### src/rtl/adder_pipe_param_pkg.sv
// Shared definitions for the pipelined adder/subtractor: op encoding and
// the helper that derives the pipeline depth from WIDTH and CHUNK.
package adder_pipe_param_pkg;

  typedef enum logic {
    OP_ADD = 1'b0,
    OP_SUB = 1'b1
  } op_e;

  function automatic int unsigned stage_count(input int unsigned width,
                                              input int unsigned chunk);
    return width / chunk;
  endfunction

endpackage

### src/rtl/adder_pipe_stage.sv
// One registered CHUNK-bit ripple slice of the pipelined adder.
// ADDER_PIPE_OVERFLOW_EN adds a registered signed-overflow flag for the slice MSB.
module adder_pipe_stage #(
  parameter int unsigned CHUNK = 8
) (
  input  logic             clk,
  input  logic             rst,
  input  logic             en_i,
  input  logic             valid_i,
  input  logic [CHUNK-1:0] a_i,
  input  logic [CHUNK-1:0] b_i,
  input  logic             carry_i,
  output logic             valid_o,
  output logic [CHUNK-1:0] sum_o,
  output logic             carry_o
`ifdef ADDER_PIPE_OVERFLOW_EN
  ,
  output logic             ovf_o
`endif
);

  logic [CHUNK-1:0] sum_d;
  logic             carry_d;
  logic             valid_q;
  logic [CHUNK-1:0] sum_q;
  logic             carry_q;

`ifdef ADDER_PIPE_OVERFLOW_EN
  logic msb_cin_d;
  logic ovf_q;
`endif

  always_comb begin
    sum_d   = '0;
    carry_d = carry_i;
`ifdef ADDER_PIPE_OVERFLOW_EN
    msb_cin_d = carry_i;
`endif
    for (int i = 0; i < int'(CHUNK); i++) begin
`ifdef ADDER_PIPE_OVERFLOW_EN
      if (i == int'(CHUNK) - 1) msb_cin_d = carry_d;
`endif
      sum_d[i] = a_i[i] ^ b_i[i] ^ carry_d;
      carry_d  = (a_i[i] & b_i[i]) | (carry_d & (a_i[i] ^ b_i[i]));
    end
  end

  always_ff @(posedge clk) begin
    if (rst) begin
      valid_q <= 1'b0;
      sum_q   <= '0;
      carry_q <= 1'b0;
    end else if (en_i) begin
      valid_q <= valid_i;
      sum_q   <= sum_d;
      carry_q <= carry_d;
    end
  end

`ifdef ADDER_PIPE_OVERFLOW_EN
  // Only meaningful in the stage that owns the operand sign bit.
  always_ff @(posedge clk) begin
    if (rst) begin
      ovf_q <= 1'b0;
    end else if (en_i) begin
      ovf_q <= msb_cin_d ^ carry_d;
    end
  end

  assign ovf_o = ovf_q;
`endif

  assign valid_o = valid_q;
  assign sum_o   = sum_q;
  assign carry_o = carry_q;

endmodule

### src/rtl/adder_pipe_param.sv
// Pipelined add/subtract, one CHUNK resolved per stage, whole-pipe stall on backpressure.
// Optional ADDER_PIPE_OVERFLOW_EN adds the out_ovf signed-overflow port.
module adder_pipe_param
  import adder_pipe_param_pkg::*;
#(
  parameter int unsigned WIDTH = 32,
  parameter int unsigned CHUNK = 8
) (
  input  logic             clk,
  input  logic             rst,
  input  logic             in_val,
  output logic             in_rdy,
  input  logic             in_op,
  input  logic             in_cin,
  input  logic [WIDTH-1:0] in0,
  input  logic [WIDTH-1:0] in1,
  output logic             out_val,
  input  logic             out_rdy,
  output logic [WIDTH-1:0] out_sum,
  output logic             out_cout
`ifdef ADDER_PIPE_OVERFLOW_EN
  ,
  output logic             out_ovf
`endif
);

  localparam int unsigned STAGES = stage_count(WIDTH, CHUNK);

  logic             stall;
  logic             en;
  logic             accept;
  logic [WIDTH-1:0] b_eff;
  logic             c0;

  // Index k = value presented to stage k (operands) or produced by stage k.
  logic [WIDTH-1:0] opa_in  [STAGES];
  logic [WIDTH-1:0] opb_in  [STAGES];
  logic [WIDTH-1:0] done_w  [STAGES];
  logic [CHUNK-1:0] sum_w   [STAGES];
  logic             valid_w [STAGES];
  logic             carry_w [STAGES];
`ifdef ADDER_PIPE_OVERFLOW_EN
  logic             ovf_w   [STAGES];
`endif

  assign stall  = out_val & ~out_rdy;
  assign en     = ~stall;
  assign in_rdy = en;
  assign accept = in_val & in_rdy;

  // Subtract is a + ~b + 1; the caller's carry-in is ignored then.
  assign b_eff = (in_op == OP_SUB) ? ~in1 : in1;
  assign c0    = (in_op == OP_SUB) ? 1'b1 : in_cin;

  assign opa_in[0] = in0;
  assign opb_in[0] = b_eff;

  for (genvar gi = 0; gi < STAGES; gi++) begin : g_stage
    logic stage_vin;
    logic stage_cin;

    if (gi == 0) begin : g_head
      assign stage_vin = accept;
      assign stage_cin = c0;
      assign done_w[0] = WIDTH'(sum_w[0]);
    end else begin : g_body
      // Lower chunks already resolved, travelling alongside this stage's slice.
      logic [WIDTH-1:0] lo_q;

      always_ff @(posedge clk) begin
        if (rst) begin
          lo_q <= '0;
        end else if (en) begin
          lo_q <= done_w[gi-1];
        end
      end

      assign stage_vin  = valid_w[gi-1];
      assign stage_cin  = carry_w[gi-1];
      assign done_w[gi] = lo_q | (WIDTH'(sum_w[gi]) << (gi * CHUNK));
    end

    if (gi < STAGES - 1) begin : g_fwd
      logic [WIDTH-1:0] a_q;
      logic [WIDTH-1:0] b_q;

      always_ff @(posedge clk) begin
        if (rst) begin
          a_q <= '0;
          b_q <= '0;
        end else if (en) begin
          a_q <= opa_in[gi];
          b_q <= opb_in[gi];
        end
      end

      assign opa_in[gi+1] = a_q;
      assign opb_in[gi+1] = b_q;
    end

    adder_pipe_stage #(
      .CHUNK(CHUNK)
    ) u_stage (
      .clk    (clk),
      .rst    (rst),
      .en_i   (en),
      .valid_i(stage_vin),
      .a_i    (opa_in[gi][gi*CHUNK +: CHUNK]),
      .b_i    (opb_in[gi][gi*CHUNK +: CHUNK]),
      .carry_i(stage_cin),
      .valid_o(valid_w[gi]),
      .sum_o  (sum_w[gi]),
      .carry_o(carry_w[gi])
`ifdef ADDER_PIPE_OVERFLOW_EN
      ,
      .ovf_o  (ovf_w[gi])
`endif
    );
  end

  assign out_val  = valid_w[STAGES-1];
  assign out_sum  = done_w[STAGES-1];
  assign out_cout = carry_w[STAGES-1];

`ifdef ADDER_PIPE_OVERFLOW_EN
  assign out_ovf = ovf_w[STAGES-1];
`endif

endmodule

### config.mk
export PLATFORM = sky130hd
export DESIGN_NAME = adder_pipe_param
export DESIGN_NICKNAME = d
export VERILOG_FILES = /design/src/rtl/adder_pipe_param_pkg.sv /design/src/rtl/adder_pipe_stage.sv /design/src/rtl/adder_pipe_param.sv
export SDC_FILE = /design/constraint.sdc
export NUM_CORES = 1
export LEC_CHECK = 0
export BUFFER_PORTS_ARGS = -buffer_cell sky130_fd_sc_hd__buf_2
export CORE_MARGIN = 3
export CORE_UTILIZATION = 55
export CTS_BUF_LIST = sky130_fd_sc_hd__clkbuf_4
export CTS_CLUSTER_DIAMETER = 30
export DETAILED_ROUTE_END_ITERATION = 16
export GPL_TIMING_DRIVEN = 1
export PLACE_DENSITY = 0.77
export SYNTH_ARGS = -nofsm -noshare
export SYNTH_HDL_FRONTEND = slang
export SYNTH_HIERARCHICAL = 1
export SYNTH_SLANG_ARGS = --single-unit
export TNS_END_PERCENT = 5
### constraint.sdc
create_clock -name clk -period 7.05 [get_ports clk]
set_clock_uncertainty 0.15 [all_clocks]
set_input_delay 0.705 -clock clk [delete_from_list [all_inputs] [get_ports clk]]
set_output_delay 0.705 -clock clk [all_outputs]
set_load 0.05 [all_outputs]
==> results of run 1 <==
## worst max-delay path, cell delays in order
cell      delay [ns]
buf_2           0.14
or2_2           0.31
fa_1            0.36
inv_1           0.07
fa_1            0.15
inv_1           0.05
fa_1            0.37
fa_1            0.38
fa_1            0.38
fa_1            0.38
fa_1            0.36
inv_1           0.07
fa_1            0.42
a211oi_2        0.21
## logic make-up after synthesis
kind of cell | count (synthesis) | synth area share
AO/OA/AOI/OAI | 156 | 0.1342
XOR/XNOR | 32 | 0.03595
adder cells (fa/ha/maj) | 32 | 0.08217
buffers and inverters | 113 | 0.08955
flip-flops | 184 | 0.4725
multiplexers | 28 | 0.03595
AND/OR/NAND/NOR | 307 | 0.1497
## power by group through the flow
stage | clock network [uW] | registers [uW] | logic [uW]
2_1_floorplan | 0 | 1170 | 174
3_3_place_gp | 0 | 1170 | 227
3_5_place_dp | 0 | 1170 | 232
4_1_cts | 624 | 1150 | 233
5_1_grt | 667 | 1160 | 260
6_report | 610 | 1150 | 231
## metrics by stage
stage | instances | area, um^2 | total power [uW] | setup WS (ns)
after floorplan | 852 | 7796 | 1342 | 2.355
after global placement | 1052 | 7991 | 1399 | 2.457
after detailed placement | 1052 | 7991 | 1404 | 2.427
after CTS | 1083 | 8297 | 2007 | 3.054
after global routing | 1083 | 8297 | 2087 | 2.893
final | 1083 | 8297 | 1992 | 3.029
## registers in the layout (all words and copies together) (netlist names)
name	count
g_stage.g_fwd.b_q	48
g_stage.u_stage/carry_o	4
g_stage.g_fwd.a_q	48
g_stage.u_stage/sum_o	32
g_stage.u_stage/valid_o	4
g_stage.g_body.lo_q	48
## per-layer routing
layer,up-vias,GRT usage,routed length (um)
met1,2407,0.2857,7390
met2,118,0.2480,5821
met4,0,0.05740,148
met5,-,0,0
met3,13,0.04691,706
li1,2785,-,-
## final timing paths
path / startpoint / end / cells after the start
worst max-delay path: in_op / g_stage[0].u_stage/sum_o[7] / 14
worst min-delay path: in0[29] / g_stage[0].g_fwd.a_q[29] / 3
worst max register to register: g_stage[2].g_fwd.a_q[24] / g_stage[3].u_stage/sum_o[7] / 12
worst min register to register: g_stage[1].g_fwd.a_q[27] / g_stage[2].g_fwd.a_q[27] / 2
## Yosys cell counts (all sizes together)
library cell / count
fa: 32
nor2b: 1
xor2: 8
or2: 1
xnor2: 24
and2: 1
a21oi: 120
nand2: 240
clkbuf: 15
mux2i: 28
nor2: 64
buf: 69
a211oi: 36
dfxtp: 184
inv: 29
## final cells by class
class	count	area share
well taps	176	0.02654
repair buffers	108	0.06711
clock buffers	18	0.01629
clock inverters	13	0.02051
inverters	29	0.01403
flip-flops and latches	184	0.4440
multi-input cells	555	0.4116
==> flow_summary.yaml, run 1 <==
run_status:
  status: "completed"
routing:
  drt_first_pass_iters: 5
  wl_per_cell_um: 12.99
  vias: 5323
  drt_iter0_drc: 380
  routed_via_density: 4.915
  ant_nets: 0
  totalWireLength_um: 14070
  drcViolationCount: 0
timing:
  setup_viol: 0
  hold_viol_final: 0
  max_slew_margin: 0.2248
  fmaxAchievable_mhz: 248.7
  tightest_slew_ns: 1.163
  rsz0062_at_grt: "false"
  drv_slew: 0
  period_share: 0.5704
  fin_crit_ns: 4.021
  whs_ns: 0.2097
  setup_tns_ns: 0
floorplanning:
  die_x_um: 125.1
  die-area_um2: 15640
  rows: 42
  ioPinCount: 105
  initial_core_util: 0.5750
  die_h_um: 125.1
  coreArea_um2: 13560
synth:
  syn_nets: 954
  yosysWarnings: 6
  synth_top_cell_by_area: "dfxtp_1"
  netlist_top_cells_area: "dfxtp_1, nand2_1, fa_1, a21oi_1, a211oi_2"
  syn_avg_cell_area_um2: 9.151
  ys_ff_latch: 184
  synth_area_um2: 7796
  synth_cells: 852
  synth_seq_area_share: 0.4725
  synth_cell_types: 22
  netlist.area_leader.share: 0.4725
placed_design:
  dp.final_hpwl_um: 9207
  port_buffers: 104
  gp_congestion: 0.7790
global_route:
  grt_max_degree: 153
  overflow: 0
  first_global_vias: 4916
  antenna_found_initial: 0
  grt_pass1_wl_um: 23750
  gr-usage-all-layers: 0.1835
finish:
  drive_above_1_share: 0.1951
  antennaDiodeCount: 0
  fillerInstances: 1218
  final_common_cell: "nand2_1"
  nNetsFinal: 997
  final_cell_mix: "nand2_1, dfxtp_1, a21oi_1, buf_2, nor2_1"
  multiInputGateArea_um2: 3415
  areaGrowthSynthToFinish_pct: 6.420
  regArea_um2: 3684
  final_core_util: 0.6119
power:
  power_density_nw_per_um2: 240.0
  seqPwrFrac: 0.577
  clkPwrFrac: 0.306
  irDropWorstVdd_v: 0.0001080
  internal-power_uw: 1459
  p_sw_frac: 0.2674
  power_switching_uw: 532.6
  leakagePower_uw: 0.003584
  power_frac_comb: 0.116
clocking:
  cts-hold-fix-buffers: 0
  cts_buffers: 17
  cts_buffer_depth: 2
  clk_pin_slew_ns: 0.15
  cts_resized: 0
  htreeDepth: 4
  cts_sinks: 184
  cts_root_buf: "clkbuf_4"
  cts_tree: "done"
  cts_setup_buffers: 0
  clkLatencyLatePin_ns: 0.57
setup_path:
  worst-path-max-fanout: 3
  criticalPathCategory: "input pin to flip-flop"
  crit_arrival_ns: 4.37
  required_ns: 7.39
  crit_path_end_kind: "flip-flop"
  worstSetupStartpointType: "input pin"
  rrSetupSlack_ns: 3.12
run:
  drv_cap: 0
worst_hold_path:
  hold_path.class: "input pin to flip-flop"
(Power assumes the default switching activity.)
==> run 2: changes to the inputs <==
Clock period 7.05 ns to 3.8 ns, I/O delays scaled along.
==> run 2 against run 1 <==
Effect of this change: global-route usage grew 1.8 points; sequential power up 85%; non-clock buffer count rose by 48; sequential share of layout area down 2.6 points; clock power is 79% higher; register-to-register slack got worse by 3.0 ns; power grew 86%; first-iteration DRC count decreased by 5.0%; design area up 6.4%; sequential cell count did not move; combinational power grew 110%; core utilization up 3.9 points.
==> flow_summary.yaml, run 2 (synthesis results as in run 1) <==
timing:
  setup_ws_ns: 0.07369
  drv_slew: 0
  whs_ns: 0.03525
  tightest_slew_ns: 0.7912
  rsz0062_at_grt: "true"
  hold_viol_final: 0
  fmaxAchievable_mhz: 268.4
  max_slew_margin: 0.4725
  setup_tns_ns: 0
  fin_crit_ns: 3.726
  setup_viol: 0
  period_share: 0.9806
run_status:
  status: "completed"
finish:
  largestRegisters: "g_stage.g_fwd.a_q: 48 flops, g_stage.g_fwd.b_q: 48 flops, g_stage.g_body.lo_q: 48 flops"
  final_core_util: 0.6511
  antennaDiodeCount: 0
  nNetsFinal: 1045
  fillerInstances: 1130
  drive_above_1_share: 0.2052
  final_common_cell: "nand2_1"
  final_cell_mix: "nand2_1, dfxtp_1, a21oi_1, buf_2, nor2_1"
  areaGrowthSynthToFinish_pct: 13.22
worst_hold_path:
  hold_depth: 3
  hold_path.class: "input pin to flip-flop"
routing:
  drt_first_pass_iters: 5
  routed_via_density: 5.008
  wl_per_cell_um: 13.77
  ant_nets: 0
  vias: 5664
  drt_iter0_drc: 361
  drcViolationCount: 0
  totalWireLength_um: 15570
clocking:
  clk_pin_slew_ns: 0.13
  clkLatencyLatePin_ns: 0.55
  cts_buffers: 17
  htreeDepth: 4
  cts_sinks: 184
  cts_tree: "done"
  cts_buffer_depth: 2
  cts_root_buf: "clkbuf_4"
placed_design:
  gp_congestion: 0.7725
  pre_cts_slack_ns: -0.3628
  port_buffers: 104
  dp.final_hpwl_um: 9789
floorplanning:
  rows: 42
  coreArea_um2: 13560
  die_h_um: 125.1
  die_x_um: 125.1
  ioPinCount: 105
  die-area_um2: 15640
  initial_core_util: 0.5750
run:
  drv_cap: 0
setup_path:
  crit_arrival_ns: 4.04
  required_ns: 4.12
  crit_path_end_kind: "flip-flop"
  rr_worst_depth: 12
  criticalPathCategory: "flip-flop to flip-flop"
  worstSetupStartpointType: "flip-flop"
  worst-path-max-fanout: 2
  rrSetupSlack_ns: 0.07
power:
  power_density_nw_per_um2: 420.3
  irDropWorstVdd_v: 0.0002198
  leakagePower_uw: 0.003761
  power.total_uw: 3710
global_route:
  grt-busiest-layer: "met2"
  grt_pass1_wl_um: 26200
  antenna_found_initial: 1
  gr-usage-all-layers: 0.2015
  overflow: 0
  grt_util_met3: 0.04776
  grtUsageMet1: 0.2970
  grt_max_degree: 127
  first_global_vias: 5433
  grt_use_met2: 0.2990
## run 2: power breakdown
part | switching, uW | internal (uW)
logic | 266 | 220
registers | 75.8 | 2060
clock network | 626 | 465
## run 2: per-stage QoR
stage / instances / cell area [um^2]
global route: 1131 / 8827
detailed placement: 1055 / 8046
global placement: 1055 / 8046
finish: 1131 / 8827
floorplan: 852 / 7807
CTS: 1131 / 8817
## run 2: worst paths after layout
| check | startpoint | to |
|---|---|---|
| min | in1[14] | g_stage[0].g_fwd.b_q[14] |
| min reg2reg | g_stage[3].g_body.lo_q[4] | g_stage[3].g_body.lo_q[4] |
| max | g_stage[0].g_fwd.a_q[8] | g_stage[1].u_stage/sum_o[7] |
| max reg2reg | g_stage[0].g_fwd.a_q[8] | g_stage[1].u_stage/sum_o[7] |
## run 2: worst max-delay path: stages (launching register included)
cell and delay, ns:
dfxtp_2 0.35, fa_1 0.41, inv_1 0.07, fa_1 0.16, inv_1 0.05, fa_2 0.36
fa_2 0.35, fa_2 0.34, fa_2 0.34, fa_1 0.36, inv_1 0.07, fa_1 0.42
a211oi_2 0.21
## run 2: repair_timing
item                       CTS  global route
hold buffers                45             0
setup endpoints to repair    3             3
buffers inserted             0             0
hold endpoints to repair    45             0
pin swaps                    1             1
gates resized for setup     12             4
## run 2: final cells by class
| class | count | area, um^2 | share of cell area |
|---|---|---|---|
| Inverter | 29 | 116.4 | 0.01318 |
| Clock inverter | 12 | 148.9 | 0.01687 |
| Timing Repair Buffer | 156 | 1055 | 0.1195 |
| Multi-Input combinational cell | 555 | 3457 | 0.3916 |
| Sequential cell | 184 | 3687 | 0.4177 |
| Tap cell | 176 | 220.2 | 0.02495 |
| Clock buffer | 19 | 142.6 | 0.01616 |
## run 2: per-layer routing
layer	share of wire	vias up
met2	0.45	137
met5	0.00083	-
met4	0.013	2
met1	0.49	2623
li1	-	2883
met3	0.045	19
